--- src/rtl/imm_ctrl_pkg.sv ---
// Shared types, ALU/opcode encodings and opcode decode helpers for the
// I-type immediate sequencer.
package imm_ctrl_pkg;

    typedef enum logic [2:0] {
        ST_IDLE   = 3'd0,
        ST_DECODE = 3'd1,
        ST_EXTEND = 3'd2,
        ST_EXEC   = 3'd3,
        ST_WB     = 3'd4
    } state_t;

    typedef enum logic [1:0] {
        EXT_SIGN  = 2'd0,
        EXT_ZERO  = 2'd1,
        EXT_UPPER = 2'd2
    } ext_mode_t;

    typedef logic [2:0] alu_op_t;

    localparam alu_op_t ALU_ADD    = 3'b000;
    localparam alu_op_t ALU_SLT    = 3'b001;
    localparam alu_op_t ALU_AND    = 3'b010;
    localparam alu_op_t ALU_OR     = 3'b011;
    localparam alu_op_t ALU_XOR    = 3'b100;
    localparam alu_op_t ALU_PASS_B = 3'b101;

    localparam logic [5:0] OP_ADDI = 6'h08;
    localparam logic [5:0] OP_SLTI = 6'h0A;
    localparam logic [5:0] OP_ANDI = 6'h0C;
    localparam logic [5:0] OP_ORI  = 6'h0D;
    localparam logic [5:0] OP_XORI = 6'h0E;
    localparam logic [5:0] OP_LUI  = 6'h0F;

    function automatic logic opcode_legal(input logic [5:0] op);
        case (op)
            OP_ADDI, OP_SLTI, OP_ANDI, OP_ORI, OP_XORI, OP_LUI: return 1'b1;
            default: return 1'b0;
        endcase
    endfunction

    function automatic ext_mode_t ext_mode_for(input logic [5:0] op);
        case (op)
            OP_ADDI, OP_SLTI:          return EXT_SIGN;
            OP_ANDI, OP_ORI, OP_XORI:  return EXT_ZERO;
            OP_LUI:                    return EXT_UPPER;
            default:                   return EXT_SIGN;
        endcase
    endfunction

    function automatic alu_op_t alu_op_for(input logic [5:0] op);
        case (op)
            OP_ADDI: return ALU_ADD;
            OP_SLTI: return ALU_SLT;
            OP_ANDI: return ALU_AND;
            OP_ORI:  return ALU_OR;
            OP_XORI: return ALU_XOR;
            OP_LUI:  return ALU_PASS_B;
            default: return ALU_ADD;
        endcase
    endfunction

endpackage

--- src/rtl/imm_extender.sv ---
// Combinational immediate extender: sign-, zero- or upper-placement of the
// immediate field into a DATA_W operand.
module imm_extender
    import imm_ctrl_pkg::*;
#(
    parameter int DATA_W = 32,
    parameter int IMM_W  = 16
) (
    input  logic [IMM_W-1:0]  imm16_i,
    input  ext_mode_t         ext_mode_i,
    output logic [DATA_W-1:0] imm_ext_o
);

    localparam int PAD_W = DATA_W - IMM_W;

    // UPPER places the immediate in the most significant bits
    always_comb begin
        imm_ext_o = {DATA_W{1'b0}};
        case (ext_mode_i)
            EXT_SIGN:  imm_ext_o = {{PAD_W{imm16_i[IMM_W-1]}}, imm16_i};
            EXT_ZERO:  imm_ext_o = {{PAD_W{1'b0}}, imm16_i};
            EXT_UPPER: imm_ext_o = {imm16_i, {PAD_W{1'b0}}};
            default:   imm_ext_o = {DATA_W{1'b0}};
        endcase
    end

endmodule

--- src/rtl/imm_exec_ctrl.sv ---
// Multicycle sequencer for I-type immediate instructions: decode, extend,
// execute on the shared ALU, write back to the register file.
module imm_exec_ctrl
    import imm_ctrl_pkg::*;
#(
    parameter int DATA_W = 32,
    parameter int IMM_W  = 16
) (
    input  logic              clk,
    input  logic              reset,
    input  logic              start,
    input  logic [5:0]        opcode,
    input  logic [4:0]        rs,
    input  logic [4:0]        rt,
    input  logic [IMM_W-1:0]  imm16,
    output logic [4:0]        rs_addr,
    input  logic [DATA_W-1:0] rs_data,
    output logic [DATA_W-1:0] alu_a,
    output logic [DATA_W-1:0] alu_b,
    output logic [2:0]        alu_op,
    input  logic [DATA_W-1:0] alu_result,
    output logic              rf_we,
    output logic [4:0]        rf_waddr,
    output logic [DATA_W-1:0] rf_wdata,
    output logic              busy,
    output logic              done,
    output logic              illegal
);

    state_t             state_q, state_d;
    logic [5:0]         opcode_q;
    logic [4:0]         rs_q;
    logic [4:0]         rt_q;
    logic [IMM_W-1:0]   imm_q;
    ext_mode_t          ext_mode_q, ext_mode_d;
    logic [DATA_W-1:0]  a_q;
    logic [DATA_W-1:0]  b_q;
    logic [DATA_W-1:0]  alu_out_q;
    logic [DATA_W-1:0]  imm_ext_s;

    imm_extender #(
        .DATA_W (DATA_W),
        .IMM_W  (IMM_W)
    ) u_ext (
        .imm16_i    (imm_q),
        .ext_mode_i (ext_mode_q),
        .imm_ext_o  (imm_ext_s)
    );

    // State and datapath registers; each stage loads only in its own state
    always_ff @(posedge clk) begin
        if (reset) begin
            state_q    <= ST_IDLE;
            opcode_q   <= 6'd0;
            rs_q       <= 5'd0;
            rt_q       <= 5'd0;
            imm_q      <= {IMM_W{1'b0}};
            ext_mode_q <= EXT_SIGN;
            a_q        <= {DATA_W{1'b0}};
            b_q        <= {DATA_W{1'b0}};
            alu_out_q  <= {DATA_W{1'b0}};
        end else begin
            state_q    <= state_d;
            ext_mode_q <= ext_mode_d;
            case (state_q)
                ST_IDLE: begin
                    if (start) begin
                        opcode_q <= opcode;
                        rs_q     <= rs;
                        rt_q     <= rt;
                        imm_q    <= imm16;
                    end
                end
                ST_EXTEND: begin
                    a_q <= rs_data;
                    b_q <= imm_ext_s;
                end
                ST_EXEC: begin
                    alu_out_q <= alu_result;
                end
                default: ;
            endcase
        end
    end

    // Next state and outputs, decoded from registered state and fields only
    always_comb begin
        state_d    = state_q;
        ext_mode_d = ext_mode_q;
        rs_addr    = 5'd0;
        alu_a      = {DATA_W{1'b0}};
        alu_b      = {DATA_W{1'b0}};
        alu_op     = 3'd0;
        rf_we      = 1'b0;
        rf_waddr   = 5'd0;
        rf_wdata   = {DATA_W{1'b0}};
        busy       = (state_q != ST_IDLE);
        done       = 1'b0;
        illegal    = 1'b0;
        case (state_q)
            ST_IDLE: begin
                if (start) begin
                    state_d = ST_DECODE;
                end else begin
                    state_d = ST_IDLE;
                end
            end
            ST_DECODE: begin
                rs_addr = rs_q;
                if (opcode_legal(opcode_q)) begin
                    ext_mode_d = ext_mode_for(opcode_q);
                    state_d    = ST_EXTEND;
                end else begin
                    illegal = 1'b1;
                    state_d = ST_IDLE;
                end
            end
            ST_EXTEND: begin
                state_d = ST_EXEC;
            end
            ST_EXEC: begin
                alu_a   = a_q;
                alu_b   = b_q;
                alu_op  = alu_op_for(opcode_q);
                state_d = ST_WB;
            end
            ST_WB: begin
                // r0 is hardwired: the write is dropped but completion still signals
                rf_we    = (rt_q != 5'd0);
                rf_waddr = rt_q;
                rf_wdata = alu_out_q;
                done     = 1'b1;
                state_d  = ST_IDLE;
            end
            default: begin
                state_d = ST_IDLE;
            end
        endcase
    end

endmodule

--- config.mk ---
export PLATFORM = sky130hd
export DESIGN_NAME = imm_exec_ctrl
export DESIGN_NICKNAME = d
export VERILOG_FILES = /design/src/rtl/imm_ctrl_pkg.sv /design/src/rtl/imm_extender.sv /design/src/rtl/imm_exec_ctrl.sv
export SDC_FILE = /design/constraint.sdc
export NUM_CORES = 1
export LEC_CHECK = 0
export ABC_CLOCK_PERIOD_IN_PS = 1900
export CORE_UTILIZATION = 30
export DETAILED_ROUTE_END_ITERATION = 6
export GPL_TIMING_DRIVEN = 0
export PLACE_DENSITY_LB_ADDON = 0.25
export RECOVER_POWER = 100
export SETUP_SLACK_MARGIN = 0.15
export SYNTH_ARGS = -nofsm -noshare
export SYNTH_HDL_FRONTEND = slang
export SYNTH_SLANG_ARGS = --single-unit
export TNS_END_PERCENT = 5
--- constraint.sdc ---
create_clock -name clk -period 1.9 [get_ports clk]
set_clock_uncertainty 0.15 [all_clocks]
set_input_delay 0.475 -clock clk [delete_from_list [all_inputs] [get_ports clk]]
set_output_delay 0.475 -clock clk [all_outputs]
set_load 0.02 [all_outputs]
* After elaboration in Yosys (flattened, before gate mapping)
Index checks and enable logic that the tools add are counted.
Widths: inputs -> output; s select.
** Storage, ports and cells
- Bits in registers :: 133
- Bits in writable memories :: 0
- Bits in read-only memories :: 0
- Output and inout port bits :: 113
- Logic and storage cells :: 47
- Bits in latches :: 0
- Memories kept :: 0
- Input port bits :: 99
** Cells by class
- Divide/modulo/power cells :: 0
- Reductions and logical operators :: 8
- $mul :: 0
- Multiplexer cells :: 18
- Order comparisons :: 0
- Bitwise gates (word level) :: 0
- Equal/unequal tests :: 12
- Shift operators :: 0
- Add/subtract/negate cells :: 0
** Operator list (count)
- $mux 32 :: 3
- $pmux 32 s3 :: 1
- $eq 6x4->1 const B :: 6
- $pmux 3 s5 :: 1
- $pmux 3 s4 :: 1
- $mux 5 :: 2
- $mux 1 :: 7
- $eq 3x2->1 const B :: 2
- $reduce_or 6->1 :: 1
- $reduce_bool 5->1 :: 1
- $pmux 2 s2 :: 1
- $reduce_and 2->1 :: 2
- $eq 3x1->1 const B :: 1
- $eq 3x3->1 const B :: 1
- $logic_not 3->1 :: 1
- $mux 3 :: 1
- $reduce_bool 3->1 :: 1
- $reduce_or 3->1 :: 1
- $eq 2x1->1 const B :: 1
- $eq 2x2->1 const B :: 1
- $logic_not 2->1 :: 1
- $mux 2 :: 1

* Logic depth before layout (Yosys ltp)
- Depth after elaboration :: 6
- Depth in mapped cells :: 7

* Cells and area by module
Synthesis repeated with hierarchy kept, for this count alone.
** Unflattened totals
- Cells, all modules :: 768
- Area, all modules :: 5788.1 µm²
** By module, submodules not included
- imm_exec_ctrl :: times used 1, area an instance 5449.0 µm², cells an instance 714, seq. area each 2662.6 µm²
- imm_extender :: times used 1, area an instance 339.1 µm², cells an instance 54, seq. area each 0.0 µm²

* Worst setup path before layout
Ideal clock, no wire load.
- Path type :: register to output
- Start point :: register state_q[2]
- End point :: output alu_op[0]
- Setup slack :: -0.146 ns
- Path buffers :: 2
- Cell stages (with the launch flop) :: 5
- Arrival time :: 1.421 ns
- Path through :: dfxtp_1 > buf_2 > nand3b_1 > clkbuf_1 > nor3_1
** On the way
- Word-level cells in the longest chain between the ends :: 2
** RTL lines
- from (decl) :: line imm_exec_ctrl.sv:30 : state_t state_q, state_d;
- from (signal assigned) :: line imm_exec_ctrl.sv:63 : state_q <= state_d;
- $eq 3x2->1 :: line imm_exec_ctrl.sv:100 : case (state_q)
- $mux 3 :: line imm_exec_ctrl.sv:100
- to (decl) :: line imm_exec_ctrl.sv:20 : output logic [2:0] alu_op,
Every way passes these cells.

* Worst setup path in the final report
- Start point :: register state_q[1]
- End point :: output rf_wdata[23]
** On the way
- Word-level cells in the longest chain between the ends :: 2
** RTL lines
- $eq 3x3->1 :: line imm_exec_ctrl.sv:100
- $mux 32 :: line imm_exec_ctrl.sv:100
- to (decl) :: line imm_exec_ctrl.sv:24 : output logic [DATA_W-1:0] rf_wdata,
Every way passes these cells.

==> run summary <==
1st-iter DRT viols - 162
Delay-heaviest family, CP - buffers and inverters
ANT cells - 0
Final Hold Viols - 0
Yosys cell types - 31
WP buf/inv - 5
RSZ-0062 raised after global routing - yes
Initial antenna violation count - 0
Layout cells sized above 1 - 32.7%
Via/cell ratio - 4.54
Power Density - 762 mW/mm2
Hold slack - 298 ps
Synth Instances - 719
P&R area growth vs syn - 68.2%
DR vias - 5465
F_max - 428 MHz
Worst Path Arrival - 1710 ps
Min-Delay Startpoint - a_q[29]
Overall die height - 138 um
Failing checks - setup timing
Core Box Area - 0.0180 mm2
Drt total wl - 17.3 mm
Finished Layout Cells - 1204
Clock Pin Slew Worst Setup and Hold Paths - 60 ps
Avg WL per Cell - 14.4 um
Clock root buffer - clkbuf_16
Slew Viols, Final - 0
CP Data Required Time - 1270 ps
Vias in the first global route - 5055
CP Launch Type - flop
Actual slew at the worst max-slew pin - 601 ps
H-tree Lvls - 4
CTS tree - yes
CP cell instances - buf_6 > nor3b_4 > buf_6 > buf_8 > clkbuf_16 > and2_4 > buf_6
Most common cell after layout, fill and taps aside - nand2_1
Clock Tree Buf Depth - 2
R2r startpoint - state_q[2]
Syn_area_per_cell - 7.70 um2
Crit path from - state_q[1]
Worst hold path type - flop to flop
Nets - 1061
Largest net degree at the start of global routing - 17
Relative slew slack - 59.9%
Starting Density - 30.7%
Register area share after synthesis - 48.1%
Die width - 138 um
Yosys warning count - 0
Setup ws final - -437 ps
Fillers - 1745
Post-synth top area cell - dfxtp_1
Commonest non-fill, non-tap cells in the layout - 219 x nand2_1, 130 x dfxtp_1, 107 x a21oi_1, 104 x buf_6, 97 x clkdlybuf4s50_1
CP peak stage delay - 300 ps
First-pass GRT wire length - 26.2 mm
Outcome - complete, but fails checks
Final worst path period share - 123%
Post-synthesis register bit count - 133
Core Rows - 49
Placed Instances - 1158
Post-synth net total - 818
Die Area - 0.0190 mm2
Max Cap Viol - 0
First drt pass iteration count - 6
CP Capture Type - primary output
Crit Path Category - flop to primary output
Final setup vio count - 123
Peak supply drop - 0.621 mV
Worst-skew pair later-pin latency - 410 ps
Remaining DRCs - 0
IO Port Bufs - 210
Post-layout min period - 2340 ps
Area fraction of the dominant cell type after synthesis - 48.1%
TritonCTS buffer count - 17
Clock Sinks - 133
Total power - 7.10 mW
Static Leakage - 3.64 nW
Largest cells by area after synthesis - dfxtp_1 48%, nand2_1 15%, and2_1 12%
Total GRT Usage - 18.3%
Ports - 212
Fin util - 51.7%
Crit-path most repeated cell - buf_6
Remaining antenna violation count - 0
Post-DP HPWL - 12.4 mm
Final Wtd Congestion - 0.762
Worst Path Max Fanout - 8
Gr ovfl total - 0
Highest-delay cell along the critical path - dfxtp_1
Post-Synthesis Cell Area - 0.00554 mm2
## report_power, final
group          switching [mW]  internal (mW)  total, mW
Sequential             0.0478           2.85       2.90
Clock                    1.23           2.47       3.71
Combinational           0.214          0.280      0.495
## layout make-up
cell class | count | area [um2] | share of cell area [%]
multi-input cells | 524 | 2900 | 31.2
plain buffers | 59 | 495 | 5.32
clock buffers | 21 | 480 | 5.16
well taps | 229 | 287 | 3.08
flip-flops and latches | 133 | 2670 | 28.6
inverters | 3 | 11.3 | 0.121
clock inverters | 11 | 195 | 2.10
repair buffers | 224 | 2280 | 24.4
## path summary, 6_finish.rpt
kind / to / slack (ps) / cells past startpoint
worst max register to register: b_q[27] / -110 / 8
worst min register to register: a_q[29] / 300 / 2
worst max-delay path: rf_wdata[23] / -440 / 7
worst min-delay path: a_q[29] / 300 / 2
## what timing repair did
item                                    CTS  global route
buffers inserted                         10             0
hold buffers                              0             0
pin swaps                                21            35
gates resized for setup                 715            95
endpoints found under the setup margin  205           242
cloned                                    4             0
## per-stage QoR
step | setup TNS (ps) | area (um2) | setup slack (ps)
3_5_place_dp | -96820 | 8110 | -826
6_report | -42660 | 9310 | -437
3_3_place_gp | -95630 | 8110 | -825
2_1_floorplan | 0 | 5720 | 116
5_1_grt | -54650 | 9310 | -514
4_1_cts | -47550 | 9120 | -475
## synthesized netlist by cell type, drive strengths merged
| cell | number |
|---|---|
| nor3 | 1 |
| nand3 | 19 |
| nor2 | 19 |
| dfxtp | 133 |
| a211oi | 15 |
| clkinv | 1 |
| and2 | 106 |
| nand2b | 2 |
| inv | 2 |
| nor2b | 2 |
| clkbuf | 35 |
| buf | 24 |
| or4b | 1 |
| a31oi | 1 |
| nor4b | 1 |
| or4 | 1 |
| or3 | 1 |
| nand2 | 225 |
| nor3b | 6 |
| nand3b | 1 |
| and3b | 1 |
| a21oi | 114 |
| or3b | 2 |
| o21a | 3 |
| o32ai | 2 |
| a21boi | 1 |
## kinds of logic after synthesis
| kind of cell | share of synthesized area, % |
|---|---|
| compound gates | 13.6 |
| buf+inv | 5.27 |
| flops | 48.1 |
| simple gates | 33.0 |
## per-layer routing
metal	up-vias	wire [um]	GRT usage (%)
met5	-	0	0
met4	0	192	6.70
met3	14	1210	5.37
met2	155	8130	29.4
met1	2478	7800	23.2
li1	2818	-	-
## registers in the layout, summed over array words and instances, names as in the netlist
signal	flops
imm_q	16
b_q	32
opcode_q	6
alu_out_q	32
rt_q	5
a_q	32
state_q	3
ext_mode_q	2
rs_q	5
## tightest hold or removal path, stage by stage, from the launching register on
cell and delay, ps:
dfxtp_1 300, nand2_1 50, a21oi_1 50
No activity file was read; power rests on OpenSTA's default activity.
